$ cat src/rtl/serial_adder_ctrl.sv
// ---------------------------------------------------------------------------
// serial_adder_ctrl
//
// Purpose:
//   Adds two WIDTH-bit operands plus a carry-in with a single time-shared
//   1-bit full-adder cell. One bit is processed per clock, LSB first. A
//   start/busy/done handshake is used towards the requester.
//
// Ports:
//   clk    in   1      rising-edge clock
//   rst_n  in   1      asynchronous active-low reset
//   start  in   1      request pulse, sampled only when busy=0 (IDLE or DONE)
//   a      in   WIDTH  operand A, latched on accepted start
//   b      in   WIDTH  operand B, latched on accepted start
//   cin    in   1      carry-in, latched on accepted start
//   busy   out  1      high while an addition is in progress
//   done   out  1      one-cycle pulse when sum/cout are valid
//   sum    out  WIDTH  registered result, holds until the next completion
//   cout   out  1      registered carry-out, holds until the next completion
//   ovf    out  1      (only with SERIAL_ADDER_OVF_EN) signed overflow,
//                      registered alongside sum/cout
//
// Configuration:
//   SERIAL_ADDER_OVF_EN - when defined, adds the ovf output port and logic.
//
// Timing:
//   start accepted at edge E0 -> WIDTH RUN cycles -> done high in the cycle
//   after edge E0+WIDTH. A start seen in DONE is accepted immediately, giving
//   one result per WIDTH+1 cycles.
// ---------------------------------------------------------------------------
module serial_adder_ctrl #(
    parameter int WIDTH = 8,
    parameter int CW    = $clog2(WIDTH) + 1
) (
    input  logic             clk,
    input  logic             rst_n,
    input  logic             start,
    input  logic [WIDTH-1:0] a,
    input  logic [WIDTH-1:0] b,
    input  logic             cin,
    output logic             busy,
    output logic             done,
    output logic [WIDTH-1:0] sum,
    output logic             cout
`ifdef SERIAL_ADDER_OVF_EN
    ,
    output logic             ovf
`endif
);

    typedef enum logic [1:0] {
        ST_IDLE = 2'd0,
        ST_RUN  = 2'd1,
        ST_DONE = 2'd2
    } state_t;

    localparam logic [CW-1:0] CNT_LAST = CW'(WIDTH - 1);

    state_t           state_q, state_d;
    logic [CW-1:0]    cnt_q, cnt_d;
    logic [WIDTH-1:0] a_q, a_d;
    logic [WIDTH-1:0] b_q, b_d;
    logic             carry_q, carry_d;
    logic [WIDTH-1:0] part_q, part_d;
    logic [WIDTH-1:0] sum_q, sum_d;
    logic             cout_q, cout_d;
`ifdef SERIAL_ADDER_OVF_EN
    logic             ovf_q, ovf_d;
`endif

    // Shared full-adder cell: always looks at the current LSBs and carry flop.
    logic fa_s;
    logic fa_c;

    always_comb begin
        fa_s = a_q[0] ^ b_q[0] ^ carry_q;
        fa_c = (a_q[0] & b_q[0]) | (carry_q & (a_q[0] ^ b_q[0]));
    end

    // -----------------------------------------------------------------------
    // Next-state and output logic
    // -----------------------------------------------------------------------
    always_comb begin
        state_d = state_q;
        cnt_d   = cnt_q;
        a_d     = a_q;
        b_d     = b_q;
        carry_d = carry_q;
        part_d  = part_q;
        sum_d   = sum_q;
        cout_d  = cout_q;
`ifdef SERIAL_ADDER_OVF_EN
        ovf_d   = ovf_q;
`endif
        busy    = 1'b0;
        done    = 1'b0;

        case (state_q)
            ST_IDLE: begin
                if (start) begin
                    a_d     = a;
                    b_d     = b;
                    carry_d = cin;
                    cnt_d   = '0;
                    part_d  = '0;
                    state_d = ST_RUN;
                end
            end

            ST_RUN: begin
                busy    = 1'b1;
                a_d     = a_q >> 1;
                b_d     = b_q >> 1;
                carry_d = fa_c;
                // Sum bits enter at the MSB; after WIDTH shifts bit 0 has
                // migrated down to position 0.
                part_d  = {fa_s, part_q[WIDTH-1:1]};
                cnt_d   = cnt_q + CW'(1);
                if (cnt_q == CNT_LAST) begin
                    // Final bit: publish the result including this bit.
                    sum_d   = {fa_s, part_q[WIDTH-1:1]};
                    cout_d  = fa_c;
`ifdef SERIAL_ADDER_OVF_EN
                    // carry_q is the carry into the MSB, fa_c the carry out.
                    ovf_d   = carry_q ^ fa_c;
`endif
                    state_d = ST_DONE;
                end
            end

            ST_DONE: begin
                done = 1'b1;
                if (start) begin
                    // Back-to-back acceptance without passing through IDLE.
                    a_d     = a;
                    b_d     = b;
                    carry_d = cin;
                    cnt_d   = '0;
                    part_d  = '0;
                    state_d = ST_RUN;
                end else begin
                    state_d = ST_IDLE;
                end
            end

            default: begin
                state_d = ST_IDLE;
            end
        endcase
    end

    // -----------------------------------------------------------------------
    // State registers
    // -----------------------------------------------------------------------
    always_ff @(posedge clk or negedge rst_n) begin
        if (!rst_n) begin
            state_q <= ST_IDLE;
            cnt_q   <= '0;
            a_q     <= '0;
            b_q     <= '0;
            carry_q <= 1'b0;
            part_q  <= '0;
            sum_q   <= '0;
            cout_q  <= 1'b0;
`ifdef SERIAL_ADDER_OVF_EN
            ovf_q   <= 1'b0;
`endif
        end else begin
            state_q <= state_d;
            cnt_q   <= cnt_d;
            a_q     <= a_d;
            b_q     <= b_d;
            carry_q <= carry_d;
            part_q  <= part_d;
            sum_q   <= sum_d;
            cout_q  <= cout_d;
`ifdef SERIAL_ADDER_OVF_EN
            ovf_q   <= ovf_d;
`endif
        end
    end

    assign sum  = sum_q;
    assign cout = cout_q;
`ifdef SERIAL_ADDER_OVF_EN
    assign ovf  = ovf_q;
`endif

endmodule
$ cat config.mk
export PLATFORM = sky130hd
export DESIGN_NAME = serial_adder_ctrl
export DESIGN_NICKNAME = d
export VERILOG_FILES = /design/src/rtl/serial_adder_ctrl.sv
export SDC_FILE = /design/constraint.sdc
export NUM_CORES = 1
export LEC_CHECK = 0
export ABC_AREA = 1
export ABC_CLOCK_PERIOD_IN_PS = 1200
export CORE_ASPECT_RATIO = 1.4
export CORE_UTILIZATION = 45
export CTS_BUF_LIST = sky130_fd_sc_hd__clkbuf_8
export DETAILED_ROUTE_END_ITERATION = 8
export GPL_TIMING_DRIVEN = 0
export PLACE_DENSITY = 0.84
export SLEW_MARGIN = 20
export SYNTH_ARGS = -nofsm -noshare
export SYNTH_HDL_FRONTEND = slang
export SYNTH_SLANG_ARGS = --single-unit
$ cat constraint.sdc
create_clock -name clk -period 1.2 [get_ports clk]
set_clock_uncertainty 0.05 [all_clocks]
set_input_delay 0.12 -clock clk [delete_from_list [all_inputs] [get_ports clk]]
set_output_delay 0.12 -clock clk [all_outputs]
set_load 0.02 [all_outputs]
After elaboration in Yosys (flattened, before gate mapping)

Cells that the tools add are included.

Add/sub/neg operators: 1
Equal/unequal tests: 6
Muxes and demuxes: 16
Bitwise logic cells: 5
Reduce and logical (&&, ||, !) cells: 6

Operators by type and width:

| cell                | count |
|---|---|
| $pmux 8 s2          | 3 |
| $mux 8              | 3 |
| $pmux 4 s2          | 1 |
| $pmux 2 s3          | 1 |
| $reduce_and 2->1    | 3 |
| $add 4x1->4 const B | 1 |
| $eq 4x3->1 const B  | 1 |
| $mux 1              | 4 |
| $mux 2              | 2 |
| $mux 4              | 1 |
| $ne 2x2->1 const B  | 2 |
| $and 1x1->1         | 2 |
| $eq 2x1->1 const B  | 1 |
| $eq 2x2->1 const B  | 1 |
| $logic_not 2->1     | 1 |
| $ne 2x1->1 const B  | 1 |
| $pmux 1 s2          | 1 |
| $reduce_bool 2->1   | 1 |
| $reduce_or 2->1     | 1 |
| $xor 1x1->1         | 2 |
| $or 1x1->1          | 1 |

Flip-flop bits (word level): 40
Bits of input ports: 20
Output and inout bits: 11

Longest topological paths before layout

Gate-level depths: netlist of run 1.

Depth after elaboration: 4
Gate-level depth with buffers: 8
Gate-level depth less buffers: 6

Worst setup path after synthesis of run 1

OpenSTA, ideal clock, no wires.

Path kind: register -> register
From: reg cnt_q[0]
To: reg sum_q[1] (netlist: sum[1])
Library setup time: 0.118 ns
Data arrival time: 1.056 ns
Data required time: 1.032 ns
Path slack: -0.024 ns
Stages on the path, launching flop included: 7
Buffers on the path: 1
Period minus slack after synthesis: 1.224 ns
Cells stage by stage: dfrtp_1 -> ha_1 -> nand2_1 -> nor2_1 -> nand2_2 -> buf_6 -> o21ai_2

Word-level cells in the longest chain between the ends: 2

Ends and longest elaborated chain:

| element                    | line | text |
|---|---|---|
| start: declaration         | 60   | `logic [CW-1:0] cnt_q, cnt_d;` |
| start signal: assignment   | 170  | `cnt_q <= cnt_d;` |
| $eq 4x3->1                 | 119  | `if (cnt_q == CNT_LAST) begin` |
| $reduce_and 2->1 (no line) | -    |  |
| end signal: assignment     | 175  | `sum_q <= sum_d;` |
| end: declaration           | 65   | `logic [WIDTH-1:0] sum_q, sum_d;` |

No other way between the ends.
A chain may end at the register's enable or synchronous reset.

Worst setup path after layout of run 1

From: reg state_q[0]
To: out done

Word-level cells in the longest chain between the ends: 2

Ends and longest elaborated chain:

| element                  | line | text |
|---|---|---|
| start: declaration       | 59   | `state_t state_q, state_d;` |
| start signal: assignment | 169  | `state_q <= state_d;` |
| $eq 2x2->1               | 98   | `case (state_q)` |
| $mux 1                   | 98   |  |
| end: declaration         | 42   | `output logic done,` |

No other way between the ends.

==> results of run 1 <==
-- kinds of logic (layout without fill, tap and decap cells) --
kind of cell / after synthesis / in the layout / synth area share, %
and+or+nand+nor: 60 / 62 / 14.6
buffers and inverters: 25 / 90 / 8.25
adders and majority gates: 2 / 2 / 1.80
DFF: 39 / 39 / 54.1
AOI/OAI and AO/OA: 51 / 51 / 21.3
-- flip-flops by register name (all words and copies together), names as in the netlist --
register  count
a_q           8
b_q           8
sum           8
part_q        7
cnt_q         4
state_q       2
carry_q       1
cout          1
-- worst paths after layout --
check	start	to	cells after the start
max reg2reg	state_q[0]	a_q[0]	8
max	state_q[0]	done	4
min in group clk	b[7]	b_q[7]	3
min	rst_n	a_q[4]	2
min reg2reg	b_q[3]	b_q[3]	1
max in group asynchronous	rst_n	b_q[1]	3
-- layer usage --
layer / GRT usage [%] / vias to the layer above / part of all wire, %
li1: - / 708 / -
met1: 22.6 / 733 / 40
met2: 32.9 / 35 / 55
met3: 4.55 / 8 / 2.6
met4: 9.75 / 0 / 2.5
met5: 0 / - / 0
-- metrics by stage --
stage | hold WS [ps] | total power, mW | instance area [sq um] | TNS, ps | instances
after floorplan | -226 | 4.62 | 1810 | -26.7 | 177
after global placement | 412 | 5.40 | 2170 | -45300 | 249
after detailed placement | 66.7 | 5.51 | 2190 | -8040 | 250
after CTS | 286 | 7.16 | 2540 | -3120 | 275
after global routing | 325 | 8.44 | 2740 | -5000 | 286
final | 278 | 7.94 | 2740 | -3100 | 286
-- final cells by class --
class | instances | area (sq um) | share of cell area (%)
repair buffers | 60 | 636 | 23.2
well taps | 42 | 52.6 | 1.92
clock buffers | 5 | 68.8 | 2.51
inverters | 16 | 80.1 | 2.92
plain buffers | 6 | 80.1 | 2.92
flip-flops and latches | 39 | 976 | 35.6
clock inverters | 3 | 15.0 | 0.548
multi-input cells | 115 | 832 | 30.4
-- power by group through the flow --
stage	Clock [mW]	Combinational, mW	Sequential (mW)
after floorplan	0	2.23	2.40
after global placement	0	3.16	2.25
final	0.845	4.77	2.32
after global routing	0.928	5.12	2.39
after CTS	0.870	4.03	2.26
after detailed placement	0	3.24	2.27
-- what timing repair did --
action / in CTS / in global routing
hold buffers: 1 / 0
setup buffers: 12 / 13
endpoints found under the hold margin: 20 / 0
gates resized for setup: 50 / 46
pin swaps: 5 / 9
endpoints found under the setup margin: 49 / 48
cloned: 4 / 2
-- cells in the mapped netlist (3+ instances only) --
library cell  instances
dfrtp_1              39
buf_6                 5
nand3_1               3
o21ai_0               3
nand2_1              22
nor2_1               32
o22ai_1               7
o21a_1               13
buf_4                 3
o21ai_2              21
inv_1                14
==> flow_metrics.py, run 1 <==
metrics = {
    "outcome": {
        "status": "finished, violations left",
        "violations": "negative setup slack",
    },
    "floorplanning": {
        "die_area_sq_um": 4270,
        "ios": 31,
        "die_h_um": 76.9,
        "die_w_um": 55.5,
        "initial_utilization_pct": 48.3,
        "rows": 26,
        "core-area_sq_um": 3740,
    },
    "detailed_routing": {
        "vias": 1484,
        "drc": 0,
        "finalWirelength_mm": 4.22,
        "wl_per_cell_um": 14.7,
        "dr.first_iter.drc_count": 20,
        "drt_first_pass_iters": 4,
        "viasPerCell": 5.19,
        "postRouteAntennaNets": 0,
    },
    "finish": {
        "nets": 265,
        "synthToLayoutAreaGrowth_pct": 51.8,
        "final_core_util_pct": 73.2,
        "fillers": 269,
        "layout-drive-gt1-share_pct": 44.3,
        "most-common-layout-cells": "39 x dfrtp_1, 30 x nor2_1, 23 x o21ai_2",
        "diodes": 0,
        "layout_commonest_cell": "dfrtp_1",
    },
    "worst_setup_path": {
        "cp_common_cell": "buf_6",
        "end_kind": "output pin",
        "slowest_stage": "dfrtp_1",
        "path_buf_inv": 3,
        "path_cells": "buf_6 > buf_8 > nor2_4 > buf_6",
        "required_ps": 1030,
        "cp.arrival_ps": 1190,
        "worstPathMaxFanout": 4,
        "cp_slowest_stage_delay_ps": 410,
        "start_kind": "register",
        "r2r_setup_slack_ps": -130,
        "critical_path_class": "reg2out",
        "critical_path.top_delay_family": "flip-flops",
    },
    "clock_network": {
        "root_buffer": "clkbuf_8",
        "clkLatencyLatePin_ps": 290,
        "clkSlewWorstSetupHoldPaths_ps": 80,
        "max-clock-path-buffers": 2,
        "cts_inserted_buffers": 5,
        "cts_tree": "yes",
        "cts_htree_levels": 2,
        "cts_sinks": 39,
    },
    "power_and_ir_drop": {
        "vdd_ir_drop_max_uv": 2050,
        "p_sw_share_pct": 40.3,
        "power_density_nw_per_um2": 2900,
        "p_leak_nw": 1.24,
        "p_seq_share_pct": 29.3,
        "clkPwrFrac_pct": 10.6,
        "p_int_mw": 4.74,
        "combPwrFrac_pct": 60.1,
        "p_switching_mw": 3.20,
    },
    "synthesis": {
        "yosysWarnings": 0,
        "synth_top_cell_area_share_pct": 54.1,
        "synth_edf_count": 0,
        "yosys.area.top_type": "dfrtp_1",
        "synth-main-ff-cell": "dfrtp_1",
        "syn_avg_cell_area_sq_um": 10.2,
        "ys_ff_latch": 39,
        "async_flop_share_pct": 100,
        "syn-cell-area_sq_um": 1810,
        "yosys-top-cells-area": "dfrtp_1 54%, o21ai_2 10%, nor2_1 6.7%",
        "yosysSeqAreaShare_pct": 54.1,
        "yosys.cell_types.count": 22,
        "synthCells": 177,
        "syn_nets": 199,
    },
    "sta": {
        "setup_viol": 39,
        "rsz0062_at_grt": "yes",
        "layout_min_cycle_time_ps": 1360,
        "layout_setup_ws_ps": -162,
        "hold_violations": 0,
        "tightest_slew_ps": 515,
        "post-route-period-util_pct": 114,
        "fmax_mhz": 734,
        "drv_slew": 0,
        "slew_headroom_pct": 65.7,
    },
    "grt": {
        "antenna_found_initial": 0,
        "grt_start_max_net_pins": 22,
        "grt_pass1_wl_mm": 6.42,
        "gr-total-overflow": 0,
        "grt_pass1_vias": 1449,
        "grtUsageTotal_pct": 19.4,
    },
    "place": {
        "pre_cts_slack_ps": -408,
        "dp_hpwl_mm": 2.34,
        "place.gp.congestion": 0.748,
        "port_buffers": 30,
    },
    "run": {
        "drv_cap": 0,
    },
    "hold_path": {
        "hold_path.class": "in2async",
    },
}
Power figures use the tool's default switching activity.
==> run 2, diff against run 1 <==
==> constraint.sdc (replaced) <==
create_clock -name clk -period 1.2 [get_ports clk]
set_clock_uncertainty 0.05 [all_clocks]
set_input_delay 0.36 -clock clk [delete_from_list [all_inputs] [get_ports clk]]
set_output_delay 0.36 -clock clk [all_outputs]
set_load 0.02 [all_outputs]
==> run 2 against run 1 <==
  * The flow still finishes with violations (negative setup slack)
  * Setup slack lost 200 ps
  * Largest power group unchanged
  * First-iteration DRC count up 90%
  * Critical path depth did not move
  * Final area rose by 4.7%
  * Total power is 8.8% higher
  * Sequential share of layout area down 1.6 points
  * Die area is the same
  * Routed wire length is 7.2% higher
  * Clock power increased by 16%
==> flow_metrics.py, run 2 (same netlist as run 1, synthesis figures left out) <==
metrics = {
    "outcome": {
        "status": "finished, violations left",
        "violations": "negative setup slack",
    },
    "worst_setup_path": {
        "critical_path.endpoint": "done",
        "r2r-start": "state_q[0]",
        "required_ps": 790,
        "end_kind": "output pin",
        "critical_path.startpoint": "state_q[0]",
        "cp.arrival_ps": 1160,
        "r2r_cells": 9,
        "worst_r2r_endpoint": "part_q[7]",
        "worstPathMaxFanout": 2,
        "r2r_setup_slack_ps": -290,
        "start_kind": "register",
        "critical_path_class": "reg2out",
    },
    "sta": {
        "layout_setup_ws_ps": -366,
        "setup_viol": 50,
        "fmax_mhz": 638,
        "layout_min_cycle_time_ps": 1570,
        "rsz0062_at_grt": "yes",
        "tightest_slew_ps": 251,
        "post-route-period-util_pct": 131,
        "drv_slew": 0,
        "slew_headroom_pct": 83.2,
        "hold_violations": 0,
        "fin_tns_setup_ps": -8830,
    },
    "clock_network": {
        "cts_htree_levels": 2,
        "root_buffer": "clkbuf_8",
        "cts_inserted_buffers": 5,
        "clkSlewWorstSetupHoldPaths_ps": 80,
        "clkLatencyLatePin_ps": 300,
        "max-clock-path-buffers": 2,
        "cts_tree": "yes",
        "cts_sinks": 39,
    },
    "floorplanning": {
        "ios": 31,
        "initial_utilization_pct": 48.3,
        "die_h_um": 76.9,
        "rows": 26,
        "die_w_um": 55.5,
        "die_area_sq_um": 4270,
        "core-area_sq_um": 3740,
    },
    "grt": {
        "antenna_found_initial": 0,
        "gr-total-overflow": 0,
        "grtUsageTotal_pct": 23.5,
        "grt_pass1_vias": 1589,
        "grt_start_max_net_pins": 33,
        "grt_pass1_wl_mm": 7.55,
    },
    "place": {
        "place.gp.congestion": 0.772,
        "dp_hpwl_mm": 2.35,
        "port_buffers": 30,
    },
    "finish": {
        "layout_commonest_cell": "dfrtp_1",
        "diodes": 0,
        "layout-drive-gt1-share_pct": 47.0,
        "multi_input_area_sq_um": 818,
        "most-common-layout-cells": "39 x dfrtp_1, 28 x nor2_1, 24 x o21ai_2",
        "nets": 270,
        "seqCellArea_sq_um": 976,
        "synthToLayoutAreaGrowth_pct": 58.8,
        "fillers": 243,
    },
    "power_and_ir_drop": {
        "p_leak_nw": 1.31,
        "power_density_nw_per_um2": 3010,
        "p_total_mw": 8.64,
        "vdd_ir_drop_max_uv": 2400,
    },
    "detailed_routing": {
        "wl_per_cell_um": 15.5,
        "vias": 1493,
        "drc": 0,
        "drt_first_pass_iters": 4,
        "postRouteAntennaNets": 0,
        "viasPerCell": 5.13,
        "dr.first_iter.drc_count": 38,
        "finalWirelength_mm": 4.52,
    },
    "run": {
        "drv_cap": 0,
    },
    "hold_path": {
        "hold_path.class": "in2async",
    },
}
==> run 2: cell types whose count changed in the layout (fill, tap and decap cells not counted), moves of 3 or more <==
cell	previous run	this run
buf_12	2	6
buf_6	6	18
clkbuf_2	4	0
clkdlybuf4s15_1	3	0
clkinv_2	3	0
nand2_1	10	14
o22ai_1	3	0
o22ai_2	4	7
==> run 2: per-stage QoR <==
step	worst slack, ps	utilization, %	instance area [sq um]	cells	hold WS (ps)
floorplan	-18.0	-	1820	177	14.4
global placement	-1200	58.2	2180	249	412
detailed placement	-599	58.6	2190	250	175
CTS	-334	74.1	2770	283	394
global route	-409	76.7	2870	291	412
finish	-366	76.7	2870	291	399
==> run 2: routing by layer <==
layer	vias to the layer above	global-route usage (%)	part of all wire [%]
met5	-	0	0
met4	0	11.5	3.1
met3	14	5.40	3.5
met2	39	43.4	56
met1	715	24.5	38
li1	725	-	-
==> run 2: worst min-delay path by stage <==
stage	endpoint	slack, ps	cells past startpoint
final	b_q[4]	400	2
after global routing	b_q[5]	410	2
after CTS	sum[6]	390	2
after detailed placement	sum[6]	170	1
after global placement	b_q[7]	410	2
after floorplan	a_q[0]	10	0
==> run 2: what timing repair did <==
item                                   CTS  global route
setup buffers                           19             9
cloned                                   5             0
resized for setup                      109            13
hold buffers                             1             0
endpoints found under the hold margin    7             0
pin swaps                                8             4
setup endpoints to repair               49            50
==> run 2: final cells by class <==
class,instances,area share [%]
Sequential cell,39,34.0
Tap cell,42,1.83
Clock inverter,1,0.131
Buffer,9,4.36
Inverter,16,2.62
Multi-Input combinational cell,114,28.5
Clock buffer,7,3.36
Timing Repair Buffer,63,25.1
==> run 2: worst max-delay path: stages (launching register included) <==
cell and delay (ps):
dfrtp_1 420, buf_6 140, buf_8 110, nor2_4 80, buf_6 120
==> run 2: power breakdown <==
part	switching [mW]	internal [mW]	total (mW)	leakage, nW
Sequential	0.376	1.94	2.31	0.468
Clock	0.467	0.516	0.983	0.0557
Combinational	2.50	2.85	5.35	0.784
Total	3.35	5.30	8.64	1.31
